File: src/rtl/ifetch_pkg.sv
// ifetch_pkg: shared types and constants for the instruction fetch queue.
//   ifetch_state_t : fetch control states
//   fetch_entry_t  : one prefetch FIFO entry {instr, pc, err}
//   INSTR_BYTES    : fetch stride in bytes
package ifetch_pkg;

  localparam int unsigned INSTR_BYTES = 4;
  localparam int unsigned INSTR_W     = 32;
  // Entries carry the widest supported PC; narrower builds zero-extend.
  localparam int unsigned PC_MAX_W    = 64;

  typedef enum logic [1:0] {
    IDLE  = 2'd0,
    FETCH = 2'd1,
    HALT  = 2'd2
  } ifetch_state_t;

  typedef struct packed {
    logic [INSTR_W-1:0]  instr;
    logic [PC_MAX_W-1:0] pc;
    logic                err;
  } fetch_entry_t;

endpackage

File: src/rtl/ifetch_queue_if.sv
// ifetch_queue_if: instruction-memory port and decode-side instruction port.
//   master : the fetch unit (drives imem_req/imem_addr and the instr_* head)
//   slave  : memory + decode environment
interface ifetch_queue_if #(
  parameter int unsigned XLEN = 64
);
  logic            imem_req;
  logic [XLEN-1:0] imem_addr;
  logic            imem_gnt;
  logic            imem_rvalid;
  logic [31:0]     imem_rdata;
  logic            imem_err;
  logic            instr_valid;
  logic            instr_ready;
  logic [31:0]     instruction;
  logic [XLEN-1:0] instr_pc;
  logic            instr_err;

  modport master (
    output imem_req, imem_addr,
    input  imem_gnt, imem_rvalid, imem_rdata, imem_err,
    output instr_valid, instruction, instr_pc, instr_err,
    input  instr_ready
  );

  modport slave (
    input  imem_req, imem_addr,
    output imem_gnt, imem_rvalid, imem_rdata, imem_err,
    input  instr_valid, instruction, instr_pc, instr_err,
    output instr_ready
  );
endinterface

File: src/rtl/ifetch_fifo.sv
// ifetch_fifo: small synchronous FIFO with clear, occupancy count and a head
// read straight from the storage flops.
//   i_push/i_push_data : write (accepted when not full, or full with a pop)
//   i_pop              : remove head (ignored when empty)
//   i_clear            : drop all entries; wins over push/pop
//   o_count            : occupancy, o_head : current head entry
module ifetch_fifo #(
  parameter int unsigned WIDTH = 8,
  parameter int unsigned DEPTH = 4
) (
  input  logic                       clk,
  input  logic                       resetn,
  input  logic                       i_push,
  input  logic [WIDTH-1:0]           i_push_data,
  input  logic                       i_pop,
  input  logic                       i_clear,
  output logic [$clog2(DEPTH+1)-1:0] o_count,
  output logic [WIDTH-1:0]           o_head
);
  localparam int unsigned AW = (DEPTH > 1) ? $clog2(DEPTH) : 1;
  localparam int unsigned CW = $clog2(DEPTH + 1);

  logic [WIDTH-1:0] r_mem [DEPTH];
  logic [AW-1:0]    r_rd_ptr;
  logic [AW-1:0]    r_wr_ptr;
  logic [CW-1:0]    r_count;
  logic             w_do_pop;
  logic             w_do_push;

  function automatic logic [AW-1:0] ptr_inc(input logic [AW-1:0] p);
    return (p == AW'(DEPTH - 1)) ? '0 : p + AW'(1);
  endfunction

  assign w_do_pop  = i_pop && (r_count != '0);
  // A push into a full FIFO is legal only alongside a pop.
  assign w_do_push = i_push && ((r_count != CW'(DEPTH)) || w_do_pop);

  // Storage, pointers and occupancy.
  always_ff @(posedge clk or negedge resetn) begin
    if (!resetn) begin
      for (int unsigned i = 0; i < DEPTH; i++) r_mem[AW'(i)] <= '0;
      r_rd_ptr <= '0;
      r_wr_ptr <= '0;
      r_count  <= '0;
    end else if (i_clear) begin
      r_rd_ptr <= '0;
      r_wr_ptr <= '0;
      r_count  <= '0;
    end else begin
      if (w_do_push) begin
        r_mem[r_wr_ptr] <= i_push_data;
        r_wr_ptr        <= ptr_inc(r_wr_ptr);
      end
      if (w_do_pop) r_rd_ptr <= ptr_inc(r_rd_ptr);
      if (w_do_push && !w_do_pop)      r_count <= r_count + CW'(1);
      else if (w_do_pop && !w_do_push) r_count <= r_count - CW'(1);
    end
  end

  assign o_count = r_count;
  assign o_head  = r_mem[r_rd_ptr];

endmodule

File: src/rtl/ifetch_queue.sv
// ifetch_queue: instruction fetch unit with prefetch FIFO for the front end.
// Keeps up to MAX_OUT in-order imem requests in flight, buffers responses with
// their PC in a DEPTH-entry FIFO, and on redirect flushes the FIFO and drops
// stale in-flight responses.
// Ports:
//   clk, resetn        : clock, asynchronous active-low reset
//   i_fetch_en         : permits fetching
//   i_redirect_valid   : one-cycle redirect/flush strobe
//   i_redirect_pc      : new fetch PC (low two bits ignored)
//   bus (master)       : imem req/gnt/rvalid port and instr_* decode port
//   o_perf_fetched     : FIFO pushes           (only with IFETCH_PERF_EN)
//   o_perf_discarded   : dropped responses     (only with IFETCH_PERF_EN)
//   o_perf_stall       : FETCH cycles, no req  (only with IFETCH_PERF_EN)
module ifetch_queue
  import ifetch_pkg::*;
#(
  parameter int unsigned     XLEN     = 64,
  parameter int unsigned     DEPTH    = 4,
  parameter int unsigned     MAX_OUT  = 2,
  parameter logic [XLEN-1:0] RESET_PC = '0
) (
  input  logic            clk,
  input  logic            resetn,
  input  logic            i_fetch_en,
  input  logic            i_redirect_valid,
  input  logic [XLEN-1:0] i_redirect_pc,
  ifetch_queue_if.master  bus
`ifdef IFETCH_PERF_EN
  ,
  output logic [31:0]     o_perf_fetched,
  output logic [31:0]     o_perf_discarded,
  output logic [31:0]     o_perf_stall
`endif
);
  localparam int unsigned FCW = $clog2(DEPTH + 1);
  localparam int unsigned OCW = $clog2(MAX_OUT + 1);

  ifetch_state_t   r_state;
  ifetch_state_t   w_state_nxt;
  logic [XLEN-1:0] r_fetch_pc;
  logic [OCW-1:0]  r_discard_cnt;
  logic [OCW-1:0]  w_out_cnt;
  logic [FCW-1:0]  w_fifo_cnt;
  logic [XLEN-1:0] w_rsp_pc;
  logic            w_req;
  logic            w_grant;
  logic            w_keep;
  logic            w_pop;
  fetch_entry_t    w_push_entry;
  fetch_entry_t    w_head;

  // Credit check: every granted request is guaranteed a FIFO slot on return.
  assign w_req   = (r_state == FETCH) && !i_redirect_valid &&
                   (32'(w_out_cnt) < MAX_OUT) &&
                   ((32'(w_out_cnt) + 32'(w_fifo_cnt)) < DEPTH);
  assign w_grant = w_req && bus.imem_gnt;
  assign w_keep  = bus.imem_rvalid && !i_redirect_valid && (r_discard_cnt == '0);
  assign w_pop   = bus.instr_valid && bus.instr_ready;

  always_comb begin
    w_push_entry       = '0;
    w_push_entry.instr = bus.imem_rdata;
    w_push_entry.pc    = PC_MAX_W'(w_rsp_pc);
    w_push_entry.err   = bus.imem_err;
  end

  // Prefetch FIFO; a redirect clears it and overrides any same-cycle pop.
  ifetch_fifo #(.WIDTH($bits(fetch_entry_t)), .DEPTH(DEPTH)) u_pfq (
    .clk         (clk),
    .resetn      (resetn),
    .i_push      (w_keep),
    .i_push_data (w_push_entry),
    .i_pop       (w_pop),
    .i_clear     (i_redirect_valid),
    .o_count     (w_fifo_cnt),
    .o_head      (w_head)
  );

  // In-flight PC queue; its occupancy is the outstanding-request count.
  // Never cleared: stale responses still retire their entries.
  ifetch_fifo #(.WIDTH(XLEN), .DEPTH(MAX_OUT)) u_pcq (
    .clk         (clk),
    .resetn      (resetn),
    .i_push      (w_grant),
    .i_push_data (r_fetch_pc),
    .i_pop       (bus.imem_rvalid),
    .i_clear     (1'b0),
    .o_count     (w_out_cnt),
    .o_head      (w_rsp_pc)
  );

  // State register.
  always_ff @(posedge clk or negedge resetn) begin
    if (!resetn) r_state <= IDLE;
    else         r_state <= w_state_nxt;
  end

  // Next state; a queued fault halts fetching until the next redirect.
  always_comb begin
    w_state_nxt = r_state;
    if (i_redirect_valid) begin
      w_state_nxt = i_fetch_en ? FETCH : IDLE;
    end else begin
      case (r_state)
        IDLE:    if (i_fetch_en) w_state_nxt = FETCH;
        FETCH: begin
          if (w_keep && bus.imem_err) w_state_nxt = HALT;
          else if (!i_fetch_en)       w_state_nxt = IDLE;
        end
        HALT:    w_state_nxt = HALT;
        default: w_state_nxt = IDLE;
      endcase
    end
  end

  // Fetch PC and count of stale responses still to be dropped.
  always_ff @(posedge clk or negedge resetn) begin
    if (!resetn) begin
      r_fetch_pc    <= RESET_PC;
      r_discard_cnt <= '0;
    end else if (i_redirect_valid) begin
      r_fetch_pc    <= i_redirect_pc & ~XLEN'(INSTR_BYTES - 1);
      r_discard_cnt <= w_out_cnt - OCW'(bus.imem_rvalid);
    end else begin
      if (w_grant) r_fetch_pc <= r_fetch_pc + XLEN'(INSTR_BYTES);
      if (bus.imem_rvalid && (r_discard_cnt != '0))
        r_discard_cnt <= r_discard_cnt - OCW'(1);
    end
  end

  assign bus.imem_req    = w_req;
  assign bus.imem_addr   = r_fetch_pc;
  assign bus.instr_valid = (w_fifo_cnt != '0);
  assign bus.instruction = w_head.instr;
  assign bus.instr_pc    = XLEN'(w_head.pc);
  assign bus.instr_err   = w_head.err;

`ifdef IFETCH_PERF_EN
  logic [31:0] r_perf_fetched;
  logic [31:0] r_perf_discarded;
  logic [31:0] r_perf_stall;

  // Free-running event counters.
  always_ff @(posedge clk or negedge resetn) begin
    if (!resetn) begin
      r_perf_fetched   <= '0;
      r_perf_discarded <= '0;
      r_perf_stall     <= '0;
    end else begin
      if (w_keep) r_perf_fetched <= r_perf_fetched + 32'd1;
      if (bus.imem_rvalid && !w_keep) r_perf_discarded <= r_perf_discarded + 32'd1;
      if ((r_state == FETCH) && !w_req) r_perf_stall <= r_perf_stall + 32'd1;
    end
  end

  assign o_perf_fetched   = r_perf_fetched;
  assign o_perf_discarded = r_perf_discarded;
  assign o_perf_stall     = r_perf_stall;
`endif

endmodule

File: src/flat_wrapper.sv
// flat-port wrapper written by rule: the top's interface ports become plain ports
module ifetch_queue_flat import ifetch_pkg::*;
#(
  parameter int unsigned     XLEN     = 64,
  parameter int unsigned     DEPTH    = 4,
  parameter int unsigned     MAX_OUT  = 2,
  parameter logic [XLEN-1:0] RESET_PC = '0
)
  (clk, resetn, i_fetch_en, i_redirect_valid, i_redirect_pc, bus_imem_req, bus_imem_addr, bus_imem_gnt, bus_imem_rvalid, bus_imem_rdata, bus_imem_err, bus_instr_valid, bus_instruction, bus_instr_pc, bus_instr_err, bus_instr_ready);
  ifetch_queue_if #(.XLEN(XLEN)) bus_i ();
  input  logic clk;
  input  logic resetn;
  input  logic i_fetch_en;
  input  logic i_redirect_valid;
  input  logic [XLEN-1:0] i_redirect_pc;
  output wire logic [$bits(bus_i.imem_req)-1:0] bus_imem_req;
  output wire logic [$bits(bus_i.imem_addr)-1:0] bus_imem_addr;
  input wire logic [$bits(bus_i.imem_gnt)-1:0] bus_imem_gnt;
  input wire logic [$bits(bus_i.imem_rvalid)-1:0] bus_imem_rvalid;
  input wire logic [$bits(bus_i.imem_rdata)-1:0] bus_imem_rdata;
  input wire logic [$bits(bus_i.imem_err)-1:0] bus_imem_err;
  output wire logic [$bits(bus_i.instr_valid)-1:0] bus_instr_valid;
  output wire logic [$bits(bus_i.instruction)-1:0] bus_instruction;
  output wire logic [$bits(bus_i.instr_pc)-1:0] bus_instr_pc;
  output wire logic [$bits(bus_i.instr_err)-1:0] bus_instr_err;
  input wire logic [$bits(bus_i.instr_ready)-1:0] bus_instr_ready;
  assign bus_imem_req = bus_i.imem_req;
  assign bus_imem_addr = bus_i.imem_addr;
  assign bus_i.imem_gnt = bus_imem_gnt;
  assign bus_i.imem_rvalid = bus_imem_rvalid;
  assign bus_i.imem_rdata = bus_imem_rdata;
  assign bus_i.imem_err = bus_imem_err;
  assign bus_instr_valid = bus_i.instr_valid;
  assign bus_instruction = bus_i.instruction;
  assign bus_instr_pc = bus_i.instr_pc;
  assign bus_instr_err = bus_i.instr_err;
  assign bus_i.instr_ready = bus_instr_ready;
  ifetch_queue #(.XLEN(XLEN), .DEPTH(DEPTH), .MAX_OUT(MAX_OUT), .RESET_PC(RESET_PC)) u_core (.clk(clk), .resetn(resetn), .i_fetch_en(i_fetch_en), .i_redirect_valid(i_redirect_valid), .i_redirect_pc(i_redirect_pc), .bus(bus_i));
endmodule
File: config.mk
export PLATFORM = sky130hd
export DESIGN_NAME = ifetch_queue_flat
export DESIGN_NICKNAME = d
export VERILOG_FILES = /design/src/rtl/ifetch_pkg.sv /design/src/rtl/ifetch_queue_if.sv /design/src/rtl/ifetch_fifo.sv /design/src/rtl/ifetch_queue.sv /design/src/flat_wrapper.sv
export SDC_FILE = /design/constraint.sdc
export NUM_CORES = 1
export LEC_CHECK = 0
export BUFFER_PORTS_ARGS = -buffer_cell sky130_fd_sc_hd__buf_2
export CORE_MARGIN = 2
export CORE_UTILIZATION = 60
export DETAILED_ROUTE_END_ITERATION = 8
export PLACE_DENSITY = 0.81
export SLEW_MARGIN = 20
export SYNTH_ARGS = -nofsm -noshare
export SYNTH_HDL_FRONTEND = slang
export SYNTH_SLANG_ARGS = --single-unit
File: constraint.sdc
create_clock -name clk -period 4.27 [get_ports clk]
set_input_delay 0.2135 -clock clk [delete_from_list [all_inputs] [get_ports clk]]
set_output_delay 0.2135 -clock clk [all_outputs]
set_load 0.01 [all_outputs]
==> results.cfg <==
[power]
ir_drop_mv = 0.368
powerDensity_mw_per_mm2 = 607
p_leak_nw = 14.0

[synthesis]
syn_avg_cell_area_um2 = 12.2
yosysSeqAreaShare_pct = 56.6
ys_top_cells_by_area = dfrtp_1 (57%), mux2_2 (11%), mux4_2 (8.3%), o21ai_0 (5.7%), nand2_1 (4.6%)
ys_dominant_reg_cell = dfrtp_1
netlist_area_mm2 = 0.0257
synthAdderAreaFrac_pct = 0.566
synth.distinct_cells = 50
synth_top_area_cell = dfrtp_1
ys_ff_latch = 581
synth_top_area_share_pct = 56.6
synth_compound_gate_area_share_pct = 7.64
synth_top_family_by_area = multiplexers
synth_warnings = 0
synth_most_common_cell = dfrtp_1
synthArstFlopShare_pct = 100
yosys.area_share.simple_pct = 9.34
synthMuxAreaShare_pct = 22.1
netlist_instances = 2098
ys_top_cells_by_count = dfrtp_1 (581), nand2_1 (317), o21ai_0 (293), mux2_2 (253), clkbuf_1 (119)
synth_edf_count = 0
synth_xor_area_share_pct = 1.16

[global_routing]
grt_start_max_net_pins = 112
grt_usage_pct = 31.4
antenna_found_initial = 5
grt_pass1_vias = 19300
overflow = 0
grt_pass1_wl_um = 108000

[worst_setup_path]
crit_path_max_fanout = 29
cp_data_required_time_ps = 4800
worst-r2r-setup-slack_ps = 700
worstSetupPathType = reg -> reg
worst_ep_arrival_time_ps = 4090
r2r-start = u_core.u_pcq.o_count[1]$_DFFE_PN0P_
rr_worst_depth = 9
cp-end-kind = flop
r2r-end = u_core.bus.imem_addr[60]$_DFFE_PN0P_
setup.worst_path.start_class = flop

[floorplan]
ios = 267
coreArea_mm2 = 0.0420
die_w_um = 211
rows = 75
initial_core_util_pct = 61.0
dieArea_mm2 = 0.0444
die_h_um = 211

[timing]
fin_crit_sh_pct = 83.6
final-setup-viol-count = 0
hold_viol_final = 0
min_period_ps = 3570
rsz0062_at_grt = no
whs_ps = 62.3
slew_viol_final = 0
setup_ws_ps = 701
fmax_mhz = 280
slew_headroom_pct = 24.1
worst_pin_slew_ps = 1110
skew_ps = 21.9
fin_setup_tns_ps = 0

[cts]
clk_pin_slew_worst_paths_ps = 60
clock_path_buffers = 3
cts_sinks = 581
cts_tree = done
cts_root_buf = clkbuf_16
cts_buffers = 57
post_cts_buffers = 0
clk_latency_ps = 620
h-tree-depth = 2

[drt]
drtIter0Drc = 1797
viasPerCell = 6.31
dr.pass1.iters = 6
wl_per_cell_um = 23.0
drc = 0
wl_um = 68600
antenna_left = 0
vias = 18900

[finish]
syn2layout_area_growth_pct = 19.0
final_util_pct = 72.7
final_layout_size_suffix_gt1_share_pct = 30.9
ff_latch_area_mm2 = 0.0146
fin_nets = 2513
n_fill_cell = 2641
multi_input_area_mm2 = 0.0105
fin_area_mm2 = 0.0305

[run_status]
status = finished clean

[hold_path]
holdPathStages = 2
hold_class = in -> reg
holdPathEnd = u_core.u_pfq.r_rd_ptr[1]$_DFFE_PN0P_
worstHoldStart = i_redirect_valid

[job]
maxCapViolCount = 0

[place]
post-place-ws_ps = 788
place.gp.congestion = 0.858
dpl_cell_area_mm2 = 0.0275
port_buffers = 260
dp_hpwl_um = 42000
flip-flops by register name (all words and copies together) (netlist names):
name	count
u_core.u_pfq.r_rd_ptr	2
u_core.r_state	2
u_core.u_pfq.o_count	3
u_core.u_pfq.r_wr_ptr	2
u_core.u_pcq.r_wr_ptr	1
u_core.r_discard_cnt	2
u_core.bus.imem_addr	62
u_core.u_pcq.r_rd_ptr	1
u_core.u_pfq.r_mem	380
u_core.u_pcq.o_count	2
u_core.u_pcq.r_mem	124
power breakdown:
group	leakage, nW	switching, W	internal, W	total (W)
registers	7.64	0.00118	0.00690	0.00807
logic	5.36	0.00248	0.00254	0.00502
clock network	1.03	0.00215	0.00331	0.00546
total	14.0	0.00580	0.0127	0.0185
critical path, cell delays in order (launching register included):
cell and delay, ps:
dfrtp_1 440, ha_1 230, nor4b_1 470, nand4_1 300, buf_4 330, inv_2 290, buf_4 370, nand4_1 310
or4_1 500, a31oi_1 180
cell usage in the layout (no fill, tap or decap), types with 10 or more instances in the layout:
cell type      instances
a31oi_1               19
and4_1                10
buf_12                10
buf_2                259
buf_4                 21
clkbuf_16             59
clkbuf_8              14
clkinv_2              14
dfrtp_1              578
dlygate4sd3_1         98
ha_1                  10
inv_1                 17
mux2_2               253
mux2i_1               68
mux4_2                95
nand2_1              312
nand3_1               33
nand4_1               41
nor2_1                39
nor3_1                14
nor4_1                14
o21ai_0              293
or3_1                 14
or4_1                 14
xnor2_1               17
xor2_1                17
metal layers:
metal	share of wire (%)	vias to the layer above	track usage, %
met4	4.4	4	14.5
li1	-	8175	-
met1	39	9650	41.7
met5	0.038	-	0
met3	7.3	195	5.92
met2	49	837	50.8
kinds of logic after synthesis:
logic type,Yosys count
DFF,581
and+or+nand+nor,524
muxes,416
AOI/OAI and AO/OA,362
buffers and inverters,169
xor gates and xnor gates,34
adders and majority gates,11
other,1
per-stage QoR:
stage | total power [W] | cells
after global placement | 0.0126 | 2780
after floorplan | 0.0111 | 2101
final | 0.0185 | 2990
after CTS | 0.0185 | 2985
after global routing | 0.0194 | 2989
after detailed placement | 0.0130 | 2780
how the worst max path moves through the flow:
stage,startpoint,end,slack [ps],cells after the start
6_report,u_core.u_pcq.o_count[1]$_DFFE_PN0P_,u_core.bus.imem_addr[60]$_DFFE_PN0P_,700,9
5_1_grt,u_core.u_pcq.o_count[1]$_DFFE_PN0P_,u_core.bus.imem_addr[44]$_DFFE_PN0P_,420,9
4_1_cts,u_core.u_pcq.o_count[1]$_DFFE_PN0P_,u_core.bus.imem_addr[44]$_DFFE_PN0P_,650,9
3_5_place_dp,u_core.u_pcq.o_count[1]$_DFFE_PN0P_,u_core.bus.imem_addr[44]$_DFFE_PN0P_,790,9
3_3_place_gp,u_core.u_pcq.o_count[1]$_DFFE_PN0P_,u_core.bus.imem_addr[44]$_DFFE_PN0P_,890,9
2_1_floorplan,u_core.bus.imem_addr[22]$_DFFE_PN0P_,u_core.bus.imem_addr[57]$_DFFE_PN0P_,1650,7
layout make-up:
cell class | count | area share [%]
Tap cell | 539 | 2.21
Inverter | 18 | 0.221
Antenna cell | 5 | 0.0410
Clock inverter | 25 | 1.17
Sequential cell | 581 | 47.6
Timing Repair Buffer | 389 | 8.68
Clock buffer | 82 | 5.58
Multi-Input combinational cell | 1351 | 34.5
what timing repair did:
item                      in CTS  in global routing
hold buffers                  98                  0
gates resized for setup        0                  0
hold endpoints to repair     298                  0
Power figures use the tool's default switching activity.
